===== config.mk =====
export PLATFORM = sky130hd
export DESIGN_NAME = if_stage
export DESIGN_NICKNAME = d
export VERILOG_FILES = /design/src/rtl/if_stage.sv
export SDC_FILE = /design/constraint.sdc
export NUM_CORES = 1
export LEC_CHECK = 0
export ABC_AREA = 1
export CORE_AREA = 3 3 170 172
export CTS_CLUSTER_SIZE = 8
export DETAILED_ROUTE_END_ITERATION = 16
export DIE_AREA = 0 0 173 175
export PLACE_DENSITY = 0.72
export SYNTH_ARGS = -nofsm -noshare
export SYNTH_HDL_FRONTEND = slang
export SYNTH_SLANG_ARGS = --single-unit

===== constraint.sdc =====
create_clock -name clk -period 4.6 [get_ports clk]
set_clock_uncertainty 0.2 [all_clocks]
set_input_delay 0.92 -clock clk [delete_from_list [all_inputs] [get_ports clk]]
set_output_delay 0.92 -clock clk [all_outputs]
set_load 0.01 [all_outputs]

===== src/rtl/if_stage.sv =====
// Instruction fetch stage: owns the fetch PC, issues in-order imem requests,
// buffers returned words and drives the IF/ID register feeding decode.
module if_stage #(
   parameter logic [31:0] RESET_PC = 32'h0000_0000,
   parameter int          QDEPTH   = 2,
   parameter logic [31:0] NOP_INST = 32'h0000_0013
) (
   input  logic        clk,
   input  logic        rst,
   output logic        imem_req_valid,
   input  logic        imem_req_ready,
   output logic [31:0] imem_req_addr,
   input  logic        imem_resp_valid,
   input  logic [31:0] imem_resp_data,
   input  logic        stall_flag,
   input  logic        redirect_valid,
   input  logic [31:0] redirect_pc,
   output logic [31:0] pc_out,
   output logic [31:0] inst_out,
   output logic        id_valid
);

   localparam int PW = (QDEPTH > 1) ? $clog2(QDEPTH) : 1;
   localparam int CW = $clog2(QDEPTH + 1);
   localparam logic [CW:0] QCAP = QDEPTH[CW:0];

   logic [31:0]   fetch_pc;
   logic [CW-1:0] outstanding;
   logic [CW-1:0] discard;
   logic [CW-1:0] qcount;
   logic [PW-1:0] q_rd, q_wr;
   logic [PW-1:0] t_rd, t_wr;
   logic [31:0]   q_pc   [QDEPTH];
   logic [31:0]   q_inst [QDEPTH];
   logic [31:0]   tag_pc [QDEPTH];

   logic [CW:0]   in_use;
   logic [31:0]   redir_target;
   logic          issue;
   logic          resp_live;
   logic          q_empty;
   logic          pop;
   logic          bypass;
   logic          push;

   // Queued words plus in-flight requests never exceed the queue depth,
   // so a stalled decoder can never cause an overflow.
   assign in_use         = {1'b0, qcount} + {1'b0, outstanding};
   assign imem_req_valid = !rst && !redirect_valid && (in_use < QCAP);
   assign imem_req_addr  = fetch_pc;
   assign redir_target   = redirect_pc & ~32'h3;

   assign issue     = imem_req_valid && imem_req_ready;
   assign resp_live = imem_resp_valid && !redirect_valid
                      && (discard == '0);
   assign q_empty   = (qcount == '0);
   assign pop       = !redirect_valid && !stall_flag && !q_empty;
   assign bypass    = !redirect_valid && !stall_flag && q_empty
                      && resp_live;
   assign push      = resp_live && !bypass;

   always_ff @(posedge clk or posedge rst) begin
      if (rst) begin
         fetch_pc    <= RESET_PC;
         outstanding <= '0;
         discard     <= '0;
         qcount      <= '0;
         q_rd        <= '0;
         q_wr        <= '0;
         t_rd        <= '0;
         t_wr        <= '0;
         pc_out      <= RESET_PC;
         inst_out    <= NOP_INST;
         id_valid    <= 1'b0;
      end else begin
         outstanding <= outstanding + CW'(issue) - CW'(imem_resp_valid);
         if (redirect_valid) begin
            // Everything still in flight belongs to the old path.
            fetch_pc <= redir_target;
            discard  <= outstanding - CW'(imem_resp_valid);
            qcount   <= '0;
            q_rd     <= '0;
            q_wr     <= '0;
            t_rd     <= '0;
            t_wr     <= '0;
            inst_out <= NOP_INST;
            id_valid <= 1'b0;
         end else begin
            if (issue) begin
               fetch_pc <= fetch_pc + 32'd4;
               t_wr     <= t_wr + 1'b1;
            end
            if (imem_resp_valid && discard != '0)
               discard <= discard - 1'b1;
            if (resp_live)
               t_rd <= t_rd + 1'b1;
            if (push)
               q_wr <= q_wr + 1'b1;
            if (pop)
               q_rd <= q_rd + 1'b1;
            qcount <= qcount + CW'(push) - CW'(pop);
            if (!stall_flag) begin
               if (pop) begin
                  pc_out   <= q_pc[q_rd];
                  inst_out <= q_inst[q_rd];
                  id_valid <= 1'b1;
               end else if (bypass) begin
                  pc_out   <= tag_pc[t_rd];
                  inst_out <= imem_resp_data;
                  id_valid <= 1'b1;
               end else begin
                  inst_out <= NOP_INST;
                  id_valid <= 1'b0;
               end
            end
         end
      end
   end

   always_ff @(posedge clk) begin
      if (issue)
         tag_pc[t_wr] <= fetch_pc;
      if (push) begin
         q_pc[q_wr]   <= tag_pc[t_rd];
         q_inst[q_wr] <= imem_resp_data;
      end
   end

endmodule


Yosys cells after proc, flatten, opt, wreduce, memory -nomap -nowiden
Memory sizes are Yosys's and may differ from the RTL's. Index checks and enable logic that the tools add are counted.

Register bits: 107. Bits in writable memories: 192. Output and inout bits: 98. Logic and storage cells: 83. Memories kept: 3.

Add/subtract/negate cells: 12. $lt $le $gt $ge: 1. Equal/unequal tests: 1. Multiplexer cells: 27. Bitwise operators: 2. Reductions and logical operators: 26.

Memory list: q_inst (depth 2, width 32, rd ports 1, clocked after Yosys merged registers in 0, wr ports 1, RTL line 34) `logic [31:0] q_inst [QDEPTH];`; q_pc (depth 2, width 32, rd ports 1, clocked after Yosys merged registers in 0, wr ports 1, RTL line 33) `logic [31:0] q_pc [QDEPTH];`; tag_pc (depth 2, width 32, rd ports 1, clocked after Yosys merged registers in 0, wr ports 1, RTL line 35) `logic [31:0] tag_pc [QDEPTH];`.

Operator list (count): $mux W32 (8); $add A32 B3 Y32 const B (1); $mux W1 (16); $reduce_bool A2 Y1 (7); $logic_and A1 B1 Y1 (11); $mux W2 (3); $sub A2 B1 Y2 (3); $logic_not A1 Y1 (5); $add A1 B1 Y1 const B (4); $add A2 B1 Y2 (2); $logic_not A2 Y1 (2); $add A2 B2 Y3 (1); $lt A3 B2 Y1 const B (1); $reduce_and A3 Y1 (1); $ne A2 B1 Y1 const B (1); $not A1 Y1 (2); $sub A2 B1 Y2 const B (1).

Longest topological paths before layout
Word-level depth: 9. Gate-level depth with buffers: 10.

Worst setup path after synthesis
No wires, ideal clock.

Path type: in2reg. Start: input port redirect_valid. End: memory q_inst[0][0] (enable). Setup time: 482 ps. Data arrival time: 4108 ps. Setup slack: -191 ps. Stages: 5. Path through: buf_6 -> inv_4 -> buf_2 -> nand4_1 -> nor2_1.

Cells in the longest elaborated chain, start to end: 8. Elaborated cells on any way between the ends: 10. Those cells by class: 2 x mux; 8 x reduce/logical.

RTL lines: start, declared (RTL line 16) `input logic redirect_valid,`; $logic_not A1 Y1 (*) (RTL line 54, 58); $logic_and A1 B1 Y1, on equally long branches (RTL line 58, 54); $logic_and A1 B1 Y1, on equally long branches (RTL line 58, 55); $logic_and A1 B1 Y1 (RTL line 59) `&& resp_live;`; $logic_not A1 Y1 (RTL line 60) `assign push = resp_live && !bypass;`; $logic_and A1 B1 Y1 (*) (RTL line 60); $mux W1 (*) (RTL line 123) `if (push) begin`; $mux W1 (not written as such) (*) (RTL line 125) `q_inst[q_wr] <= imem_resp_data;`; end, declared (RTL line 34).

Every way passes the cells marked *; elsewhere a longest branch is shown, timed or not.

Worst setup path in the final report
Start: input port redirect_valid. End: output port imem_req_valid.

Cells in the longest elaborated chain, start to end: 3.

RTL lines: $logic_not A1 Y1 (RTL line 49) `assign imem_req_valid = !rst && !redirect_valid && (in_use < QCAP);`; $logic_and A1 B1 Y1 (2 in series) (RTL line 49); end, declared (RTL line 10) `output logic imem_req_valid,`.

No other way between the ends.

==> impl_metrics.env <==
export IMPL_htreeDepth=2
export IMPL_drv_slew=0
export IMPL_cts_sinks=287
export IMPL_portBuffers=161
export IMPL_slew_headroom=0.4035
export IMPL_drc_errors=0
export IMPL_arrival_ns=2.60
export IMPL_drt_iter0_drc=639
export IMPL_std_cell_rows=61
export IMPL_hold_viol=0
export IMPL_vias=8554
export IMPL_min_from="pc_out[15]"
export IMPL_final_util=0.5595
export IMPL_wl_um=27530
export IMPL_ys_ff_latch=287
export IMPL_hold_depth=2
export IMPL_crit_path_start_kind="input pin"
export IMPL_async_flop_share=0.3589
export IMPL_crit_required_ns=3.48
export IMPL_yosys_top_cells_count="nand2_1 (365), edfxtp_1 (184), inv_1 (101)"
export IMPL_gp_congestion=0.8959
export IMPL_die_area_mm2=0.03028
export IMPL_postPlaceCellArea_mm2=0.01426
export IMPL_reg2reg_depth=7
export IMPL_pre_cts_slack_ns=0.9050
export IMPL_syn_cell_area_mm2=0.01228
export IMPL_fin_area_mm2=0.01546
export IMPL_synth_cell_type_count=41
export IMPL_power_density_mw_per_mm2=494.6
export IMPL_core_area_mm2=0.02763
export IMPL_hold_path_class="flip-flop to flip-flop"
export IMPL_grt_ovfl_total=0
export IMPL_clk_path_buf_depth=3
export IMPL_routedWlPerCell_um=15.94
export IMPL_dp_hpwl_um=17730
export IMPL_via_per_inst=4.953
export IMPL_setup_viol=0
export IMPL_clkSlewWorstSetupHoldPaths_ns=0.05
export IMPL_syn_to_final_growth_pct=25.91
export IMPL_total_power_w=0.007645
export IMPL_status="completed"
export IMPL_syn_avg_cell_area_um2=10.70
export IMPL_post_cts_buffers=0
export IMPL_r2r_end="tag_pc[0][30]"
export IMPL_peakVddDrop_mv=0.3040
export IMPL_die_y_um=175
export IMPL_synth_most_common_cell="nand2_1"
export IMPL_postRouteAntennaNets=0
export IMPL_yosysSeqAreaShare=0.6603
export IMPL_synth_area_top_cells="edfxtp_1 (45%), dfrtp_1 (20%), nand2_1 (11%)"
export IMPL_worstSkewPairLatency_ns=0.52
export IMPL_final_period_utilization=0.8079
export IMPL_boundaryPins=168
export IMPL_root_buffer="clkbuf_16"
export IMPL_dr_pass1_iters=8
export IMPL_min_to="pc_out[15]"
export IMPL_ys_flop_type="edfxtp_1"
export IMPL_drv_cap=0
export IMPL_period_needed_ns=3.717
export IMPL_end_kind="primary output"
export IMPL_grt_pass1_vias=8493
export IMPL_post_cts_resized=0
export IMPL_synth_edf_count=184
export IMPL_cts_tree="built"
export IMPL_grt_pass1_wl_um=44390
export IMPL_drive_above_1_share=0.07784
export IMPL_grt_util_all_layers=0.1816
export IMPL_start_util=0.4443
export IMPL_cts_buffers=41
export IMPL_critPathKind="input pin to primary output"
export IMPL_setup_tns_ns=0
export IMPL_regToRegStartpoint="qcount[0]"
export IMPL_syn_inst=1147
export IMPL_leakage_nw=6.152
export IMPL_ff2ff_setup_slack_ns=2.11
export IMPL_crit_path_max_fanout=12
export IMPL_antenna_cells=0
export IMPL_fmax_ghz=0.2691
export IMPL_antenna_found_initial=0
export IMPL_fin_nets=1395
export IMPL_tightestPinTransition_ns=0.8938
export IMPL_synth_top_area_share=0.4501
export IMPL_grt_max_degree=71
export IMPL_synth_top_area_cell="edfxtp_1"
export IMPL_synth_warnings=0
export IMPL_fp_dieW_um=173
export IMPL_cts_hold_fix_buffers=0
export IMPL_setup_slack_ns=0.8835
export IMPL_rsz0062_at_grt="false"
## worst max path at each step
stage	from	to	slack [ns]	cells past startpoint
CTS	redirect_valid	imem_req_valid	0.89	5
floorplan	redirect_valid	q_inst[0][0]	-0.19	5
detailed placement	redirect_valid	imem_req_valid	0.90	5
global placement	redirect_valid	imem_req_valid	0.91	5
finish	redirect_valid	imem_req_valid	0.88	5
global route	redirect_valid	imem_req_valid	0.78	5
## where the power goes
part	internal (W)	switching, W	total, W
combinational	0.000676	0.000788	0.00146
sequential	0.00314	0.000272	0.00342
clock	0.00173	0.00103	0.00276
## stage by stage
| stage | std cells | hold WS, ns |
|---|---|---|
| finish | 1727 | 0.2766 |
| detailed placement | 1652 | 0.2651 |
| global placement | 1652 | 0.2648 |
| global route | 1727 | 0.3037 |
| floorplan | 1150 | 0.2646 |
| CTS | 1727 | 0.2786 |
## worst max-delay path: stages
cell	delay, ns
clkdlybuf4s50_1	0.69
inv_4	0.30
nand3_1	0.10
inv_1	0.06
clkdlybuf4s50_1	0.53
## state kept, by name, summed over array words and instances (netlist names)
register       count
q_inst            64
outstanding        2
imem_req_addr     30
t_rd               1
q_rd               1
t_wr               1
tag_pc            60
id_valid           1
qcount             2
inst_out          32
discard            2
pc_out            30
q_pc              60
q_wr               1
## area by class of cell
| class | count | area (µm²) |
|---|---|---|
| repair buffers | 174 | 1747 |
| fillers | 2350 | 12170 |
| clock buffers | 74 | 1192 |
| flip-flops and latches | 287 | 8110 |
| multi-input cells | 707 | 3523 |
| well taps | 378 | 473.0 |
| inverters | 106 | 402.9 |
| clock inverters | 1 | 8.758 |
## cells in the final DEF (no fill, tap or decap), types with 2 or more instances in the layout
cell and count:
clkdlybuf4s50_1 161, o21bai_1 9, nand3_1 88, xnor2_1 7, nor2_2 8, mux2_2 7, conb_1 4, clkbuf_16 43
inv_2 4, inv_4 2, o211ai_1 45, buf_12 3, a211oi_1 8, a21oi_1 3, nor2_4 4, nand3_2 2
or2_2 8, ha_1 7, inv_1 100, clkbuf_1 31, buf_4 10, dfstp_2 3, nand2_1 365, edfxtp_1 184
nor2_1 55, dfrtp_1 99, o21ai_0 42, o21ai_1 9, mux2i_1 16, xor2_1 3, nand2_2 4, nor3_1 2
and2_1 3
## logic make-up after synthesis
logic type | synth area share
AND/OR/NAND/NOR | 0.1867
XOR/XNOR | 0.007135
AO/OA/AOI/OAI | 0.06186
multiplexers | 0.01947
adder cells (fa/ha/maj) | 0.008765
other | 0.0003055
buffers and inverters | 0.05544
flip-flops | 0.6603
## layer usage
metal / vias to the layer above / GRT usage / share of wire
met5: - / 0 / 0
met4: 0 / 0.05777 / 0.021
met3: 38 / 0.03238 / 0.063
met2: 309 / 0.2927 / 0.47
met1: 4028 / 0.2523 / 0.45
li1: 4179 / - / -
Note: power is estimated with default switching activity, not from simulation.
==> patch: new RTL, config.mk and constraints unchanged <==
Make the reset (`rst`) synchronous in one clocked block.
--- a/src/rtl/if_stage.sv
+++ b/src/rtl/if_stage.sv
@@ -59,7 +59,7 @@
                       && resp_live;
    assign push      = resp_live && !bypass;
 
-   always_ff @(posedge clk or posedge rst) begin
+   always_ff @(posedge clk) begin
       if (rst) begin
          fetch_pc    <= RESET_PC;
          outstanding <= '0;
Function: differs if rst is asserted again (counterexample within 4 cycles, from zero or initial values and one cycle with rst high); with rst held inactive, the same outputs for 4 cycles.
==> patch against the unedited design <==
Sequential cell count is 2 higher; sequential share of layout area is 2.8 points lower; synthesized area about the same; wire length increased by 4.4%; final area shrank 0.61%; synthesized cell count grew 1.7%; setup slack worse by 0.0031 ns; critical path type unchanged; critical endpoint unchanged.
Power is not compared: it rests on default switching activity, and its combinational part moved more than twofold at a synthesized area within 25%.
==> patch: results (changes against the unedited design) <==
.. list-table::
   :header-rows: 1

   * - Metric
     - Value
   * - Post-Place Cells
     - 1663 (was 1652)
   * - Area after detailed placement
     - 14100 um2 (was 14300 um2)
   * - Shortest period the worst path allows
     - 3.72 ns (about the same)
   * - Final nets
     - 1407 (was 1395)
   * - Wire length of the first global-routing pass
     - 45.9 mm (was 44.4 mm)
   * - Via count
     - 8988 (was 8554)
   * - Top post-synthesis cells by area
     - edfxtp_1 45%, dfxtp_1 17%, nand2_1 8.5% (was edfxtp_1 45%, dfrtp_1 20%, nand2_1 11%)
   * - Detailed-routing iteration count for the pre-antenna-repair pass
     - 5 (was 8)
   * - Logic depth of the worst register-to-register path
     - 11 (was 7)
   * - Final HPWL DP
     - 17.9 mm (was 17.7 mm)
   * - Number of buffers created by CTS
     - 42 (was 41)
   * - Register area share after synthesis
     - 62.2% (was 66.0%)
   * - Post-synth ARST share
     - 0% (was 35.9%)
   * - Critical Path Fanout Max
     - 8 (was 12)
   * - First DRT Iteration DRCs
     - 691 (was 639)
   * - Vias per Instance
     - 5.17 (was 4.95)
   * - Result of the run
     - complete, no violations (unchanged)
   * - Number of fill cells in the layout
     - 2359 (was 2350)
   * - Post-synthesis cell type count
     - 44 (was 41)
   * - Share of final-layout standard cells stronger than drive strength 1
     - 12.2% (was 7.78%)
   * - Worst reg2reg setup slack
     - 2.00 ns (was 2.11 ns)
   * - Critical path's largest stage delay
     - 0.58 ns (was 0.69 ns)
   * - Launch instance of the worst register-to-register path
     - qcount[0]$_SDFF_PP0_ (was qcount[0]$_DFF_PP0_)
   * - Hold path startpoint
     - q_rd$_SDFFE_PP0N_ (was pc_out[15]$_DFFE_PP0P_)
   * - Pin count of the biggest net entering global routing
     - 63 (was 71)
   * - Reg2reg end
     - outstanding[1]$_SDFF_PP0_ (was tag_pc[0][30]$_DFFE_PP_)
   * - Mean area per synthesized cell
     - 10.5 um2 (was 10.7 um2)
   * - Slew of the pin with the lowest slew margin
     - 1.14 ns (was 0.894 ns)
   * - Hold Crit Depth
     - 1 (was 2)
   * - Final weighted congestion in routability-driven placement
     - 0.853 (was 0.896)
-- patch: cell types whose count changed in the layout (fill, tap and decap cells not counted), moves of 18 or more --
cell / change
dfrtp_1: -99
a211oi_2: +18
dfxtp_1: +104
a21oi_1: +35
nand2_1: -87
a31oi_1: +46
o21ai_0: +24
nand3_1: -46
or2_2: +18
-- patch: how the worst max path moves through the flow --
| stage | endpoint | depth (start not counted) |
|---|---|---|
| after floorplan | q_inst[0][0]$_DFFE_PP_ | 4 |
| after global placement | imem_req_valid | 5 |
| after detailed placement | imem_req_valid | 5 |
| after CTS | imem_req_valid | 5 |
| after global routing | imem_req_valid | 5 |
| final | imem_req_valid | 5 |
-- patch: routing by layer --
metal	track usage [%]	vias to the layer above	part of all wire, %	wire length (um)
met2	30.9	348	47	13400
li1	-	4343	-	-
met3	3.98	44	7.2	2070
met1	24.7	4253	44	12700
met4	5.34	0	2.0	561
met5	0	-	0	0
-- patch: layout make-up --
class / instances / share of cell area [%]
Tap cell: 378 / 3.08
Clock inverter: 3 / 0.261
Multi-Input combinational cell: 729 / 25.6
Sequential cell: 289 / 49.7
Inverter: 92 / 2.30
Clock buffer: 74 / 7.83
Timing Repair Buffer: 175 / 11.3
-- patch: kinds of logic (layout without fill, tap and decap cells) --
family,count (synthesis),in the layout,share of synthesized area (%)
flip-flops,289,289,62.2
XOR/XNOR,7,7,0.500
multiplexers,18,18,1.58
AO/OA/AOI/OAI,236,236,12.2
buffers and inverters,152,344,5.98
other,1,4,0.0306
AND/OR/NAND/NOR,456,456,16.7
adder cells (fa/ha/maj),8,8,0.877
-- patch: report_power, final --
part	total [mW]	switching, mW	internal [mW]
sequential	2.91	0.0617	2.85
clock	2.84	1.08	1.76
combinational	0.416	0.234	0.181
